### config.mk
export PLATFORM = sky130hd
export DESIGN_NAME = programacao_preco
export DESIGN_NICKNAME = d
export VERILOG_FILES = /design/src/rtl/balanca_pkg.sv /design/src/rtl/acumulador_bcd.sv /design/src/rtl/programacao_preco.sv
export SDC_FILE = /design/constraint.sdc
export NUM_CORES = 1
export LEC_CHECK = 0
export CORE_UTILIZATION = 36
export CTS_CLUSTER_SIZE = 25
export DETAILED_ROUTE_END_ITERATION = 16
export GPL_ROUTABILITY_DRIVEN = 0
export PLACE_DENSITY = 0.7
export SYNTH_ARGS = -nofsm -noshare
export SYNTH_HDL_FRONTEND = slang
export SYNTH_SLANG_ARGS = --single-unit
### constraint.sdc
create_clock -name clk -period 6.7 [get_ports clk]
set_input_delay 1.005 -clock clk [delete_from_list [all_inputs] [get_ports clk]]
set_output_delay 1.005 -clock clk [all_outputs]
set_load 0.02 [all_outputs]
### src/rtl/balanca_pkg.sv
// Shared types and constants for the scale's price path: FSM states, product codes, price limits.
// Latency: n/a (definitions only).
// Backpressure: n/a.
package balanca_pkg;

    localparam int PRECO_W     = 9;
    localparam int ACC_W       = 10;
    localparam int NUM_DIGITOS = 3;
    localparam int CNT_W       = 2;
    localparam int TIMEOUT_W   = 26;

    localparam logic [PRECO_W-1:0] PRECO_MAX     = 9'd500;
    localparam logic [PRECO_W-1:0] DEF_BANANA    = 9'd120;
    localparam logic [PRECO_W-1:0] DEF_MARACUJA  = 9'd350;
    localparam logic [PRECO_W-1:0] DEF_TANGERINA = 9'd200;
    localparam int                 TIMEOUT_CICLOS = 50_000_000;

    localparam logic [1:0] PROD_NENHUM    = 2'b00;
    localparam logic [1:0] PROD_BANANA    = 2'b01;
    localparam logic [1:0] PROD_MARACUJA  = 2'b10;
    localparam logic [1:0] PROD_TANGERINA = 2'b11;

    typedef enum logic [1:0] {
        REPOUSO = 2'd0,
        ENTRADA = 2'd1,
        ESCRITA = 2'd2
    } estado_t;

    function automatic logic [PRECO_W-1:0] satura(input logic [ACC_W-1:0] valor);
        return (valor > ACC_W'(PRECO_MAX)) ? PRECO_MAX : valor[PRECO_W-1:0];
    endfunction

endpackage

### src/rtl/acumulador_bcd.sv
// Decimal entry accumulator: acc = acc*10 + digit, counts digits, exposes the clamped value.
// Latency: accepted digit reflected in acc/preco_sat one cycle later.
// Backpressure: none; digito_rej flags digits that would be ignored (non-BCD or entry full).
module acumulador_bcd
    import balanca_pkg::*;
(
    input  logic               clk,
    input  logic               rst_n,
    input  logic               limpa,
    input  logic               digito_vld,
    input  logic [3:0]         digito,
    output logic               digito_rej,
    output logic [CNT_W-1:0]   cnt,
    output logic [PRECO_W-1:0] preco_sat
);

    logic [ACC_W-1:0] acc;

    assign digito_rej = (digito > 4'd9) || (cnt == CNT_W'(NUM_DIGITOS));
    assign preco_sat  = satura(acc);

    // Three digits top out at 999, so the 10-bit accumulator never wraps.
    always_ff @(posedge clk or negedge rst_n) begin
        if (!rst_n) begin
            acc <= '0;
            cnt <= '0;
        end else if (limpa) begin
            acc <= '0;
            cnt <= '0;
        end else if (digito_vld && !digito_rej) begin
            acc <= acc * ACC_W'(10) + ACC_W'(digito);
            cnt <= cnt + CNT_W'(1);
        end
    end

endmodule

### src/rtl/programacao_preco.sv
// Operator price programming: keyed decimal entry, clamped to PRECO_MAX, stored per product.
// Latency: confirma at N -> atualizado at N+1 -> new price visible at N+2. Optional PRECO_TIMEOUT_EN aborts idle entries.
// Backpressure: none; inputs are single-cycle pulses, illegal ones produce an erro pulse.
module programacao_preco
    import balanca_pkg::*;
(
    input  logic               clk,
    input  logic               rst_n,
    input  logic [1:0]         produto,
    input  logic               inicia,
    input  logic [3:0]         digito,
    input  logic               digito_valido,
    input  logic               confirma,
    input  logic               cancela,
    output logic [PRECO_W-1:0] preco_banana,
    output logic [PRECO_W-1:0] preco_maracuja,
    output logic [PRECO_W-1:0] preco_tangerina,
    output logic [PRECO_W-1:0] preco_eco,
    output logic               ocupado,
    output logic               atualizado,
    output logic               erro
);

    estado_t            estado;
    logic [1:0]         produto_lat;
    logic               limpa;
    logic               digito_vld_ac;
    logic               digito_rej;
    logic [CNT_W-1:0]   cnt;
    logic [PRECO_W-1:0] preco_sat;
`ifdef PRECO_TIMEOUT_EN
    logic [TIMEOUT_W-1:0] ocioso;
`endif

    assign limpa         = (estado == REPOUSO) && inicia && (produto != PROD_NENHUM);
    // cancela and confirma outrank a digit arriving in the same cycle.
    assign digito_vld_ac = (estado == ENTRADA) && digito_valido && !cancela && !confirma;
    assign preco_eco     = (estado == ENTRADA) ? preco_sat : '0;

    acumulador_bcd u_acumulador (
        .clk        (clk),
        .rst_n      (rst_n),
        .limpa      (limpa),
        .digito_vld (digito_vld_ac),
        .digito     (digito),
        .digito_rej (digito_rej),
        .cnt        (cnt),
        .preco_sat  (preco_sat)
    );

    always_ff @(posedge clk or negedge rst_n) begin
        if (!rst_n) begin
            estado          <= REPOUSO;
            produto_lat     <= PROD_NENHUM;
            preco_banana    <= DEF_BANANA;
            preco_maracuja  <= DEF_MARACUJA;
            preco_tangerina <= DEF_TANGERINA;
            ocupado         <= 1'b0;
            atualizado      <= 1'b0;
            erro            <= 1'b0;
`ifdef PRECO_TIMEOUT_EN
            ocioso          <= '0;
`endif
        end else begin
            atualizado <= 1'b0;
            erro       <= 1'b0;
            case (estado)
                REPOUSO: begin
                    if (inicia) begin
                        produto_lat <= produto;
                        if (produto == PROD_NENHUM) begin
                            erro <= 1'b1;
                        end else begin
                            estado  <= ENTRADA;
                            ocupado <= 1'b1;
`ifdef PRECO_TIMEOUT_EN
                            ocioso  <= '0;
`endif
                        end
                    end
                end
                ENTRADA: begin
                    if (cancela) begin
                        estado  <= REPOUSO;
                        ocupado <= 1'b0;
                    end else if (confirma) begin
                        if (cnt == '0) begin
                            erro    <= 1'b1;
                            estado  <= REPOUSO;
                            ocupado <= 1'b0;
                        end else begin
                            estado     <= ESCRITA;
                            atualizado <= 1'b1;
                        end
                    end else if (digito_valido) begin
                        erro <= digito_rej;
`ifdef PRECO_TIMEOUT_EN
                        ocioso <= '0;
`endif
                    end
`ifdef PRECO_TIMEOUT_EN
                    else if (ocioso == TIMEOUT_W'(TIMEOUT_CICLOS - 1)) begin
                        erro    <= 1'b1;
                        estado  <= REPOUSO;
                        ocupado <= 1'b0;
                    end else begin
                        ocioso <= ocioso + TIMEOUT_W'(1);
                    end
`endif
                end
                ESCRITA: begin
                    case (produto_lat)
                        PROD_BANANA:    preco_banana    <= preco_sat;
                        PROD_MARACUJA:  preco_maracuja  <= preco_sat;
                        PROD_TANGERINA: preco_tangerina <= preco_sat;
                        default:        ;
                    endcase
                    estado  <= REPOUSO;
                    ocupado <= 1'b0;
                end
                default: begin
                    estado  <= REPOUSO;
                    ocupado <= 1'b0;
                end
            endcase
        end
    end

endmodule

==> results.cfg <==
[timing]
setup_viol = 0
slew_headroom_pct = 32.3
fin_crit_sh_pct = 47.7
worstMarginPinSlew_ps = 1020
fmax_ghz = 0.313
fin_ws_ps = 3500
slew_viol_final = 0
tns_ps = 0
rsz0062_at_grt = no
skew_ps = 3.14
hold_viol = 0
fin_crit_ps = 3200

[floorplan]
fp.dieH_um = 82.6
die_area_mm2 = 0.00683
die_w_um = 82.6
core_area_mm2 = 0.00631
rows = 29
initial_utilization_pct = 37.1
num_io_pins = 51

[global_route]
grt_util_all_layers_pct = 16.3
grt_pass1_vias = 1716
grt_pass1_wl_um = 8170
grt_max_degree = 47
overflow = 0
antenna_found_initial = 0

[finish]
final_cell_mix = clkdlybuf4s50_1, o21ai_0, nand2_1
fin_nets = 319
fillers = 607
seq_area_mm2 = 0.00117
final_common_cell = clkdlybuf4s50_1
multi_input_area_mm2 = 0.00110
final_cells = 367
area_growth_syn_to_layout_pct = 30.1
drive_above_1_share_pct = 10.0
final_area_mm2 = 0.00304
antennaDiodeCount = 0

[detailed_routing]
drtAntennaViolNets = 0
drc_errors = 0
detail_route.first_pass.iterations = 4
wl_per_cell_um = 13.5
wirelength_um = 4950
drtIter0Drc = 77
via_count = 1841
vias_per_cell = 5.02

[cts]
clk_latency_ps = 290
cts_resized = 0
cts_buffers = 5
cts.sinks = 46
h-tree-depth = 2
clk_pin_slew_ps = 80
cts_setup_buffers = 0
hold_buffers = 0
clockRootBuffer = clkbuf_8
clock_path_buffers = 2
cts_tree = built

[setup_path]
critical_path.top_delay_family = simple AND/OR/NAND/NOR gates
crit_chain = nand2b_1 -> nor2_1 -> nand2_1 -> nor2_1 -> clkdlybuf4s50_1
cp.arrival_ps = 2190
end_kind = output port
crit_type = flop to output port
critPathLaunchType = flop
cp_common_cell = nor2_1
critPathSlowestCell = clkdlybuf4s50_1
crit_path_max_fanout = 11
critPathBufInv = 1
critPathMaxStageDelay_ps = 620
crit_required_ps = 5690

[status]
status = completed

[logic_synthesis]
seq_area_frac_synth_pct = 49.9
synth_cells = 240
synth_seq_cells = 46
synth_edf_count = 0
synthSimpleGateAreaFrac_pct = 16.9
synth_top_family_by_area = simple AND/OR/NAND/NOR gates
synth.distinct_cells = 37
yosysWarnings = 0
syn-num-nets = 270
muxShareOfSynthArea_pct = 0.963
synthAdderAreaFrac_pct = 10.3
ys_async_sr_fraction_pct = 100
synth_compound_area_share_pct = 14.2
avgSynthCellArea_um2 = 9.75
syn_area_mm2 = 0.00234
synth-xor-area-share_pct = 4.71
synthFlopType = dfrtp_1

[job]
cap_violations = 0

[place]
port-buffer-count = 50
hpwl_um = 3760
dp_slack_ps = 3560
dp.cells = 359
placed_area_mm2 = 0.00290

[worst_hold_path]
hp-class = flop to flop

[pwr]
leakage_nw = 1.29
powerDensity_mw_per_mm2 = 201
vdd_drop_max_mv = 0.0938
==> cell usage after synthesis (2+ instances only) <==
cell type | n | area [um^2]
nor2_1 | 19 | 71.3
nor4b_1 | 2 | 17.5
ha_1 | 16 | 200
o21bai_1 | 2 | 15.0
nand3b_1 | 2 | 15.0
inv_1 | 11 | 41.3
a21oi_1 | 4 | 20.0
nor2b_1 | 2 | 12.5
o21ai_1 | 2 | 10.0
dfrtp_1 | 33 | 826
nand2_1 | 35 | 131
nand3_1 | 14 | 70.1
xnor2_1 | 5 | 43.8
mux2_2 | 2 | 22.5
o21a_1 | 2 | 15.0
nand2b_1 | 3 | 18.8
o21ai_0 | 40 | 200
clkbuf_1 | 8 | 30.0
fa_1 | 2 | 40.0
a21o_1 | 2 | 15.0
dfstp_2 | 13 | 342
xor2_1 | 5 | 43.8
o31ai_1 | 2 | 15.0
==> tightest hold or removal path, delay by kind of cell, from the launching register on <==
kind             cells  cell delay, ps
flip-flops           1             370
AO/OA/AOI/OAI        1              60
AND/OR/NAND/NOR      1              40
==> per-stage QoR <==
step                      util, %  hold slack, ps  total power [mW]
final                        48.2             480             0.613
after global routing         48.2             502             0.638
after CTS                    48.2             486             0.619
after global placement       46.0             465             0.366
after floorplan                 -             439             0.337
after detailed placement     46.0             473             0.369
==> state kept, by name, indices dropped and copies added, names as in the netlist <==
register          flops
preco_maracuja        9
ocupado               1
produto_lat           2
preco_tangerina       9
u_acumulador.acc     10
u_acumulador.cnt      2
atualizado            1
preco_banana          9
estado                2
erro                  1
==> path summary, 6_finish.rpt <==
check	start	to	slack (ps)	depth (start not counted)
setup reg to reg	u_acumulador.acc[1]	u_acumulador.acc[9]	4090	9
hold / removal	preco_tangerina[6]	preco_tangerina[6]	480	2
min in group asynchronous	rst_n	u_acumulador.cnt[0]	880	1
max in group asynchronous	rst_n	preco_tangerina[5]	5190	1
setup / recovery	estado[1]	preco_eco[3]	3500	5
hold reg to reg	preco_tangerina[6]	preco_tangerina[6]	480	2
==> per-layer routing <==
metal  vias up  wire [um]  part of all wire, %  GRT usage (%)
met5         -          0                    0              0
met4         0         88                  1.8           7.76
met3         6        184                  3.7           3.41
met2        43       2400                   48           26.4
met1       878       2280                   46           20.7
li1        914          -                    -              -
==> kinds of logic after synthesis <==
group	after synthesis
and+or+nand+nor	85
xor gates and xnor gates	11
buffers and inverters	19
AOI/OAI and AO/OA	59
adders and majority gates	18
DFF	46
muxes	2
==> cell type report <==
type | count | area share, %
Sequential cell | 46 | 38.3
Inverter | 11 | 1.36
Timing Repair Buffer | 50 | 16.3
Clock buffer | 6 | 2.71
Tap cell | 77 | 3.16
Clock inverter | 2 | 1.97
Multi-Input combinational cell | 175 | 36.2
==> report_power, final <==
group	internal (mW)	switching (mW)
combinational	0.0291	0.0388
clock	0.159	0.0911
sequential	0.287	0.00844
Power figures use the tool's default switching activity.
